[src/rtl/div_pkg.sv]
// Shared definitions for the radix-2 restoring divider.
package div_pkg;
  localparam int WIDTH = 32;
  localparam int CNT_W = $clog2(WIDTH);

  typedef enum logic [1:0] {
    IDLE = 2'd0,
    CALC = 2'd1,
    FIX  = 2'd2
  } state_t;

  // 0x80000000 maps to itself, which reads correctly as unsigned 2^31.
  function automatic logic [WIDTH-1:0] magnitude(input logic [WIDTH-1:0] v,
                                                 input logic is_signed);
    return (is_signed && v[WIDTH-1]) ? -v : v;
  endfunction
endpackage

[src/rtl/div_step.sv]
// One restoring-division iteration: shift, trial subtract, select.
module div_step
  import div_pkg::*;
#(
  parameter int width = WIDTH
) (
  input  logic [width-1:0] rem,
  input  logic [width-1:0] quo,
  input  logic [width-1:0] dvs,
  output logic [width-1:0] rem_next,
  output logic [width-1:0] quo_next
);
  logic [width:0] shifted;
  logic [width:0] diff;

  // The extra top bit of diff is the borrow: set means the trial subtract went negative.
  assign shifted  = {rem, quo[width-1]};
  assign diff     = shifted - {1'b0, dvs};
  assign rem_next = diff[width] ? shifted[width-1:0] : diff[width-1:0];
  assign quo_next = {quo[width-2:0], ~diff[width]};
endmodule

[src/rtl/divider.sv]
// Multi-cycle signed/unsigned 32-bit divider with divide-by-zero and overflow fast paths.
module divider
  import div_pkg::*;
#(
  parameter int width = WIDTH
) (
  input  logic             clk_i,
  input  logic             rst_i,
  input  logic             start_i,
  input  logic             signed_i,
  input  logic [width-1:0] rs1_i,
  input  logic [width-1:0] rs2_i,
  output logic [width-1:0] quotient_o,
  output logic [width-1:0] remainder_o,
  output logic             busy,
  output logic             valid
);
  localparam logic [width-1:0] MIN_NEG = {1'b1, {(width-1){1'b0}}};

  state_t           state;
  logic [CNT_W-1:0] count;
  logic [width-1:0] rem_reg;
  logic [width-1:0] quo_reg;
  logic [width-1:0] dvs_reg;
  logic             neg_q;
  logic             neg_r;
  logic [width-1:0] rem_next;
  logic [width-1:0] quo_next;
  logic             div_zero;
  logic             overflow;

  assign div_zero = (rs2_i == '0);
  assign overflow = signed_i && (rs1_i == MIN_NEG) && (rs2_i == '1);

  div_step #(.width(width)) u_step (
    .rem      (rem_reg),
    .quo      (quo_reg),
    .dvs      (dvs_reg),
    .rem_next (rem_next),
    .quo_next (quo_next)
  );

  always_ff @(posedge clk_i or posedge rst_i) begin
    if (rst_i) begin
      state       <= IDLE;
      count       <= '0;
      rem_reg     <= '0;
      quo_reg     <= '0;
      dvs_reg     <= '0;
      neg_q       <= 1'b0;
      neg_r       <= 1'b0;
      quotient_o  <= '0;
      remainder_o <= '0;
      busy        <= 1'b0;
      valid       <= 1'b0;
    end else begin
      valid <= 1'b0;
      case (state)
        IDLE: begin
          if (start_i) begin
            busy    <= 1'b1;
            dvs_reg <= magnitude(rs2_i, signed_i);
            count   <= '0;
            neg_q   <= 1'b0;
            neg_r   <= 1'b0;
            // Special cases preload the final result and let FIX publish it unsigned.
            if (div_zero) begin
              quo_reg <= '1;
              rem_reg <= rs1_i;
              state   <= FIX;
            end else if (overflow) begin
              quo_reg <= MIN_NEG;
              rem_reg <= '0;
              state   <= FIX;
            end else begin
              quo_reg <= magnitude(rs1_i, signed_i);
              rem_reg <= '0;
              neg_q   <= signed_i && (rs1_i[width-1] ^ rs2_i[width-1]);
              neg_r   <= signed_i && rs1_i[width-1];
              count   <= CNT_W'(width - 1);
              state   <= CALC;
            end
          end
        end
        CALC: begin
          rem_reg <= rem_next;
          quo_reg <= quo_next;
          if (count == '0) state <= FIX;
          else             count <= count - 1'b1;
        end
        FIX: begin
          quotient_o  <= neg_q ? -quo_reg : quo_reg;
          remainder_o <= neg_r ? -rem_reg : rem_reg;
          valid       <= 1'b1;
          busy        <= 1'b0;
          state       <= IDLE;
        end
        default: state <= IDLE;
      endcase
    end
  end
endmodule

[config.mk]
export PLATFORM = sky130hd
export DESIGN_NAME = divider
export DESIGN_NICKNAME = d
export VERILOG_FILES = /design/src/rtl/div_pkg.sv /design/src/rtl/div_step.sv /design/src/rtl/divider.sv
export SDC_FILE = /design/constraint.sdc
export NUM_CORES = 1
export LEC_CHECK = 0
export BUFFER_PORTS_ARGS = -buffer_cell sky130_fd_sc_hd__buf_2
export CAP_MARGIN = 20
export CORE_MARGIN = 3
export CORE_UTILIZATION = 25
export CTS_CLUSTER_DIAMETER = 120
export DETAILED_ROUTE_END_ITERATION = 8
export PLACE_DENSITY_LB_ADDON = 0.12
export SYNTH_ARGS = -nofsm -noshare
export SYNTH_HDL_FRONTEND = slang
export SYNTH_SLANG_ARGS = --single-unit
[constraint.sdc]
create_clock -name clk_i -period 11.63 [get_ports clk_i]
set_input_delay 1.163 -clock clk_i [delete_from_list [all_inputs] [get_ports clk_i]]
set_output_delay 1.163 -clock clk_i [all_outputs]
set_load 0.01 [all_outputs]
======== After elaboration in Yosys (flattened, before gate mapping) ========
Cells that the tools add are included.
operators by class
  shift operators ......................... 0
  eq/ne operators ......................... 7
  muxes and demuxes ....................... 29
  magnitude comparators ................... 0
  reduce and logical (&&, ||, !) cells .... 15
  $add $sub $neg .......................... 6
  divide/modulo/power cells ............... 0
  bitwise gates (word level) .............. 2
  $mul .................................... 0
operator list
  operator                                             number
  2-to-1 mux 32 bit                                    10
  negator 32 bit                                       4
  case mux 32 bit (2 select lines)                     2
  equality test 32 bit, second input constant          2
  subtractor 33 x 32 -> 33 bit                         1
  zero test 32 bit                                     1
  2-to-1 mux 5 bit                                     4
  case mux 5 bit (2 select lines)                      1
  2-to-1 mux 2 bit                                     4
  AND reduction 2 bit                                  4
  2-to-1 mux 1 bit                                     6
  inequality test 2 bit, second input constant         3
  logical AND 1 bit                                    5
  zero test 5 bit                                      1
  subtractor 5 x 1 -> 5 bit, second input constant     1
  case mux 2 bit (2 select lines)                      1
  nonzero test 2 bit                                   2
  AND reduction 3 bit                                  1
  equality test 2 x 1 -> 1 bit, second input constant  1
  equality test 2 bit, second input constant           1
  zero test 2 bit                                      1
  case mux 1 bit (2 select lines)                      1
  NOT 1 bit                                            1
  XOR 1 bit                                            1
storage, ports and cells
  bits of input ports ..................... 68
  register bits ........................... 171
  output and inout port bits .............. 66
  memories kept ........................... 0
  RAM bits ................................ 0
  logic and storage cells ................. 70
  latch bits .............................. 0
  bits in read-only memories .............. 0

======== Logic depth before layout (Yosys ltp) ========
Gate-level depths: netlist of run 1.
  depth in word-level cells ............... 7
  depth in mapped cells ................... 14
  depth with buffers taken out ............ 12

======== Hierarchy ========
From an unflattened synthesis of run 1, not the netlist that was laid out.
second synthesis, totals
  cells, all modules ...................... 1434
  area, all modules ....................... 12206.7 µm²
by module, submodules not included
  module    area an instance (µm²)  cells each  instances  sequential area each (µm²)
  divider   9616.7                  1097        1          4279.1
  div_step  2590.0                  337         1          0.0

======== Worst setup path after synthesis of run 1 ========
OpenSTA, ideal clock, no wires.
  path type ............................... in2reg
  start ................................... in rs2_i[6]
  end ..................................... reg dvs_reg[23]
  data required time ...................... 11501 ps
  path buffers ............................ 1
  setup slack ............................. 7978 ps
  data arrival time ....................... 3523 ps
  stages .................................. 8
  setup time .............................. 129 ps
  cells stage by stage .................... or4_4 or4_4 or4_1 or3_1 buf_6 o41ai_4 xor2_1 o21ai_1
between the ends
  word-level cells in the longest chain between the ends .. 2
ends and longest elaborated chain
  what                    RTL line       text
  start: declaration      divider.sv:12  input logic [width-1:0] rs2_i,
  negator 32 bit          div_pkg.sv:15  return (is_signed && v[WIDTH-1]) ? -v : v;
  2-to-1 mux 32 bit       div_pkg.sv:15
  end signal: assignment  divider.sv:62  dvs_reg <= magnitude(rs2_i, signed_i);
  end: declaration        divider.sv:24  logic [width-1:0] dvs_reg;
No other way between the ends.
A chain may end at the register's enable or synchronous reset.

======== Worst setup path after layout of run 1 ========
  start ................................... reg quo_reg[31]
  end ..................................... reg rem_reg[3]
between the ends
  word-level cells in the longest chain between the ends .. 3
ends and longest elaborated chain
  what                              RTL line        text
  start: declaration                divider.sv:23   logic [width-1:0] quo_reg;
  start signal: assignment          divider.sv:76   quo_reg <= magnitude(rs1_i, signed_i);
  start signal: assignment          divider.sv:87   quo_reg <= quo_next;
  subtractor 33 x 32 -> 33 bit      div_step.sv:18  assign diff = shifted - {1'b0, dvs};
  2-to-1 mux 32 bit                 div_step.sv:19  assign rem_next = diff[width] ? shifted[width-1:0] : diff[width-1:0];
  case mux 32 bit (2 select lines)  divider.sv:58   case (state)
  end signal: assignment            divider.sv:69   rem_reg <= rs1_i;
  end signal: assignment            divider.sv:86   rem_reg <= rem_next;
  end: declaration                  divider.sv:22   logic [width-1:0] rem_reg;
No other way between the ends.

==> results.toml, run 1 <==
[status]
status = "finished, final reports clean"

[timing]
fmax_ghz = 0.2521
fin_crit_ns = 3.966
rsz0062_at_grt = "false"
setup_ws_ns = 7.664
finalCritPeriodShare_pct = 34.10
whs_ns = 0.4756
setup_viol = 0
slew_viol_final = 0
tns_ns = 0
fin_skew_ns = 0.01565
final_hold_viol_count = 0
worst_pin_slew_ns = 1.048
slew-limit-headroom_pct = 30.16

[layout]
area_growth_pct = 15.82
multi_input_area_um2 = 6857
seq_area_um2 = 4279
final_util_pct = 29.56
drive_gt1_share_pct = 13.02
layout.nets = 1608
stdcell_count = 2114
final_area_um2 = 13500
fill_cells = 5007

[pwr]
p_comb_share_pct = 57.4
p_int_mw = 2.037
seqPwrFrac_pct = 28.1
clkPwrFrac_pct = 14.5
p_sw_mw = 1.953
power.density_nw_per_um2 = 295.6
power_leakage_nw = 5.894
sw_frac_of_total_pct = 48.95
total_power_mw = 3.991
ir_drop_v = 0.0001338

[worst_setup_path]
startpoint_type = "register"
cp_data_arrival_time_ns = 4.32
cp.required_ns = 11.99
end_kind = "register"
cpPeakStageDelay_ns = 0.55
cp_cell_sequence = "inv_1 -> ha_1 -> fa_1 -> nand2b_1 -> a21oi_1 -> o21ai_0 -> o21ai_0 -> buf_4 -> a2111oi_0 -> a211oi_4 -> buf_4 -> mux2i_1 -> a21oi_1 -> a31o_2"
crit_start = "quo_reg[31]"
crit_type = "register to register"
cp_slowest_cell = "buf_4"
reg2reg_from = "quo_reg[31]"
worstPathMaxFanout = 49

[synthesis]
syn_inst = 1412
synth_top_area_share_pct = 36.71
synth_top_area_cell = "dfrtp_1"
synth-async-reset-ratio_pct = 100.0
synthesis.area_um2 = 11660
seq_area_frac_synth_pct = 36.71
synthFlopType = "dfrtp_1"
synth_cell_type_count = 59
syn-num-nets = 1520
yosys_warnings = 0
synth_area_leaders = "dfrtp_1 37%, o21ai_0 8.1%, xor2_1 6.8%"
ys_seq_elements = 171
syn_area_per_cell_um2 = 8.256
synth_enable_flop_cells = 0

[clock_tree]
cts_setup_buffers = 0
cts-htree-levels = 4
cts_hold_buf = 0
clk_latency_ns = 0.47
clock_path_buffers = 2
cts_made_buffers = 17
cts_tree = "built"
cts_resized = 0
cts_sinks = 171
path_clk_slew_ns = 0.08
root_buffer = "clkbuf_16"

[detailed_routing]
via_per_inst = 4.981
drc = 0
drt_iter0_drc = 716
top_layer = "met5"
ant_nets = 0
met3_length_um = 1285
route.vias.total = 10529
wl_met2_um = 18600
dr.pass1.iters = 5
wire_per_inst_um = 19.72
wl_um = 41680
drt-met1-wl_um = 20990

[grt]
overflow = 0
grt_pass1_vias = 10378
antenna_found_initial = 3
grt_start_max_net_pins = 93
track_usage_pct = 16.92
grt_pass1_wl_um = 64670

[placement]
port_buffers = 133
dp_hpwl_um = 31600
dp_cells = 2081
place_area_um2 = 12930
gp_congestion = 0.8010
dpl_worst_slack_ns = 7.259

[die]
coreArea_um2 = 45670
rows = 78
dieWidth_um = 221.9
die_h_um = 221.9
die_area_um2 = 49260
start_util_pct = 25.52
io_pins = 134

[hold_path]
hold_start = "remainder_o[12]"
hold_class = "register to register"

[job]
maxCapViolations = 0
-- logic make-up (layout without fill, tap and decap cells) --
group,count (synthesis),in the layout,share of synthesized area (%)
flip-flops,171,171,36.71
XOR/XNOR,144,144,10.82
adder cells (fa/ha/maj),40,40,4.358
AND/OR/NAND/NOR,402,402,16.06
multiplexers,23,23,1.975
other,0,1,0
AO/OA/AOI/OAI,488,488,25.33
buffers and inverters,144,245,4.755
-- worst max-delay path: cells and delay by family, from the launching register on --
kind | cells | cell delay (ns)
AO/OA/AOI/OAI | 7 | 1.45
adder cells (fa/ha/maj) | 2 | 0.63
buffers and inverters | 3 | 0.82
flip-flops | 1 | 0.47
multiplexers | 1 | 0.26
AND/OR/NAND/NOR | 1 | 0.19
-- layer usage --
metal	up-vias	global-route usage, %
met5	-	0
met4	2	5.243
met3	39	2.516
met2	166	26.05
met1	5071	24.43
li1	5251	-
-- cell usage after synthesis (29+ instances only) --
cell and count:
a21o_1 29, a21oi_1 113, clkbuf_1 74, dfrtp_1 171
ha_1 39, inv_1 63, nand2_1 196, nor2_1 64
o21ai_0 189, o31ai_1 29, xnor2_1 53, xor2_1 91
-- path summary, 6_finish.rpt --
path / cells past startpoint / endpoint / slack, ns
worst min register to register: 2 / remainder_o[12] / 0.48
worst min-delay path: 2 / remainder_o[12] / 0.48
worst max-delay path: 14 / rem_reg[3] / 7.66
min in group asynchronous: 2 / quotient_o[16] / 0.77
max in group asynchronous: 3 / quo_reg[18] / 9.52
worst max register to register: 14 / rem_reg[3] / 7.66
-- power by group through the flow --
stage	logic [mW]	registers, mW	clock network, mW
2_1_floorplan	1.74	0.980	0
3_3_place_gp	2.30	1.12	0
3_5_place_dp	2.31	1.13	0
4_1_cts	2.31	1.12	0.597
5_1_grt	2.57	1.15	0.617
6_report	2.29	1.12	0.580
-- layout by cell type, fill, tap and decap left out, types with 39 or more instances in the layout --
master / count
xor2_1: 91
buf_2: 133
ha_1: 39
o21ai_0: 189
xnor2_1: 53
dfrtp_1: 171
a21oi_1: 113
inv_1: 62
nor2_1: 63
nand2_1: 195
-- layout make-up --
| cell class | count | area share, % |
|---|---|---|
| clock inverter | 13 | 1.001 |
| sequential | 171 | 31.69 |
| tap | 600 | 5.560 |
| multi-input combinational | 1097 | 50.78 |
| inverter | 63 | 1.789 |
| clock buffer | 19 | 3.206 |
| antenna | 1 | 0.01853 |
| timing repair buffer | 150 | 5.949 |
(Power assumes the default switching activity.)
==> inputs of run 2 (changes only) <==
Settings changed: ABC_AREA set to 1.
Clock period 11.63 ns to 3.65 ns, I/O delays scaled along.
==> results.toml, run 2 <==
[grt]
track_usage_pct = 18.81
grt_start_max_net_pins = 68
grt_pass1_vias = 13914
grt_pass1_wl_um = 84770
overflow = 0
antenna_found_initial = 2

[synthesis]
synth_commonest_cells = "747 x nand2_1, 325 x inv_1, 225 x nor2_1, 190 x nand3_1, 171 x dfrtp_1"
synth_top_area_share_pct = 30.57
yosys_warnings = 0
seq_area_frac_synth_pct = 30.57
syn_area_per_cell_um2 = 6.234
synth_top_area_cell = "dfrtp_1"
ys_seq_elements = 171
synth-async-reset-ratio_pct = 100.0
synth_area_leaders = "dfrtp_1 31%, nand2_1 20%, inv_1 8.7%"
synthesis.area_um2 = 14000
synthFlopType = "dfrtp_1"
post-synth-top-count-cell = "nand2_1"
syn_inst = 2245
synth_cell_type_count = 47
syn-num-nets = 2353
synth_enable_flop_cells = 0

[pwr]
ir_drop_v = 0.0004205
power.density_nw_per_um2 = 983.9
total_power_mw = 15.86
power_leakage_nw = 8.522

[worst_setup_path]
startpoint_type = "register"
cp.required_ns = 4.05
worstPathMaxFanout = 23
crit_type = "register to register"
cp_data_arrival_time_ns = 3.54
end_kind = "register"

[timing]
slew_viol_final = 0
rsz0062_at_grt = "false"
fin_crit_ns = 3.140
slew-limit-headroom_pct = 41.50
fin_skew_ns = 0.01164
tns_ns = 0
finalCritPeriodShare_pct = 86.01
final_hold_viol_count = 0
fmax_ghz = 0.3185
worst_pin_slew_ns = 0.8757
setup_viol = 0

[clock_tree]
cts_made_buffers = 17
cts_resized = 0
clk_latency_ns = 0.50
cts_hold_buf = 0
path_clk_slew_ns = 0.08
root_buffer = "clkbuf_16"
cts_setup_buffers = 0
cts_tree = "built"
cts_sinks = 171
cts-htree-levels = 4
clock_path_buffers = 2

[job]
maxCapViolations = 0

[hold_path]
hold_class = "input pin to async pin"

[placement]
gp_congestion = 0.8796
dp_hpwl_um = 43610
place_area_um2 = 15550
port_buffers = 133

[detailed_routing]
drt_iter0_drc = 1288
wl_um = 55290
dr.pass1.iters = 6
wire_per_inst_um = 17.78
drc = 0
ant_nets = 0
route.vias.total = 14479
via_per_inst = 4.656

[status]
status = "finished, final reports clean"

[layout]
diodes = 0
layout.nets = 2459
drive_gt1_share_pct = 9.610
fill_cells = 6299
final_util_pct = 29.20
area_growth_pct = 15.15
final_area_um2 = 16120
final_cell_mix = "746 x nand2_1, 323 x inv_1, 223 x nor2_1, 190 x nand3_1, 171 x dfrtp_1"
mostFrequentLayoutCell = "nand2_1"

[die]
dieWidth_um = 242.6
start_util_pct = 25.35
die_area_um2 = 58860
rows = 86
coreArea_um2 = 55200
die_h_um = 242.6
io_pins = 134
run 2: cell count changes after synthesis, moves of 27 or more:
cell	delta
inv_1	+262
nor2_1	+161
a21o_1	-27
o21ai_0	-47
nand2_1	+551
xnor2_1	-45
a21oi_1	-58
nand3_1	+171
run 2: metal layers:
| metal | part of all wire, % | global-route usage (%) |
|---|---|---|
| met5 | 0.049 | 0 |
| met4 | 2.5 | 5.958 |
| met3 | 4.8 | 3.513 |
| met2 | 43 | 28.42 |
| met1 | 50 | 27.01 |
run 2: cell families after synthesis:
kind of cell / count (synthesis) / share of synthesized area (%)
compound gates: 252 / 9.744
xor+xnor: 102 / 6.383
fa+ha+maj: 40 / 3.630
buf+inv: 402 / 11.04
flops: 171 / 30.57
simple gates: 1278 / 38.63
run 2: stage by stage:
step / hold slack (ns) / setup slack, ns / instances
final: 0.02783 / 0.5105 / 3110
after global routing: 0.08880 / 0.1481 / 3110
after CTS: 0.03711 / 0.5369 / 3110
after detailed placement: 0.4611 / 0.5527 / 3080
after global placement: 0.4602 / 0.5865 / 3080
after floorplan: 0.4491 / 1.102 / 2245
run 2: power breakdown:
part | total (mW) | leakage, nW | switching, mW | internal [mW]
registers | 3.70 | 2.09 | 0.885 | 2.81
logic | 10.2 | 6.16 | 6.98 | 3.27
clock network | 1.91 | 0.271 | 0.899 | 1.01
total | 15.9 | 8.52 | 8.76 | 7.10
run 2: cell type report:
class / instances / area (µm²) / share of cell area (%)
Clock inverter: 11 / 120.1 / 0.7453
Multi-Input combinational cell: 1672 / 8189 / 50.81
Inverter: 331 / 1246 / 7.732
Timing Repair Buffer: 158 / 903.4 / 5.605
Clock buffer: 19 / 442.9 / 2.748
Sequential cell: 171 / 4279 / 26.55
Tap cell: 748 / 935.9 / 5.807
run 2: final timing paths:
kind | startpoint | to | slack, ns | cells after the start
max reg2reg | quo_reg[31] | rem_reg[21] | 0.51 | 20
min | rst_i | quotient_o[9] | 0.03 | 2
min reg2reg | busy | busy | 0.48 | 2
max | quo_reg[31] | rem_reg[21] | 0.51 | 20
max in group asynchronous | rst_i | dvs_reg[17] | 2.78 | 3
min in group clk_i | rs2_i[31] | dvs_reg[31] | 0.18 | 3
run 2: critical path, cell delays in order, from the launching register on:
cell,delay (ns)
dfrtp_1,0.35
inv_1,0.10
ha_1,0.26
fa_1,0.43
inv_1,0.11
nand3_1,0.07
nand2_1,0.15
nand2_1,0.07
nand2_1,0.11
nand2_1,0.07
nand2_1,0.09
nand2_1,0.09
nand2_1,0.09
nand2_1,0.07
buf_4,0.21
nand2_2,0.39
nand2_1,0.12
nand3_1,0.10
nand2_1,0.06
nand2_1,0.05
nand2_1,0.05
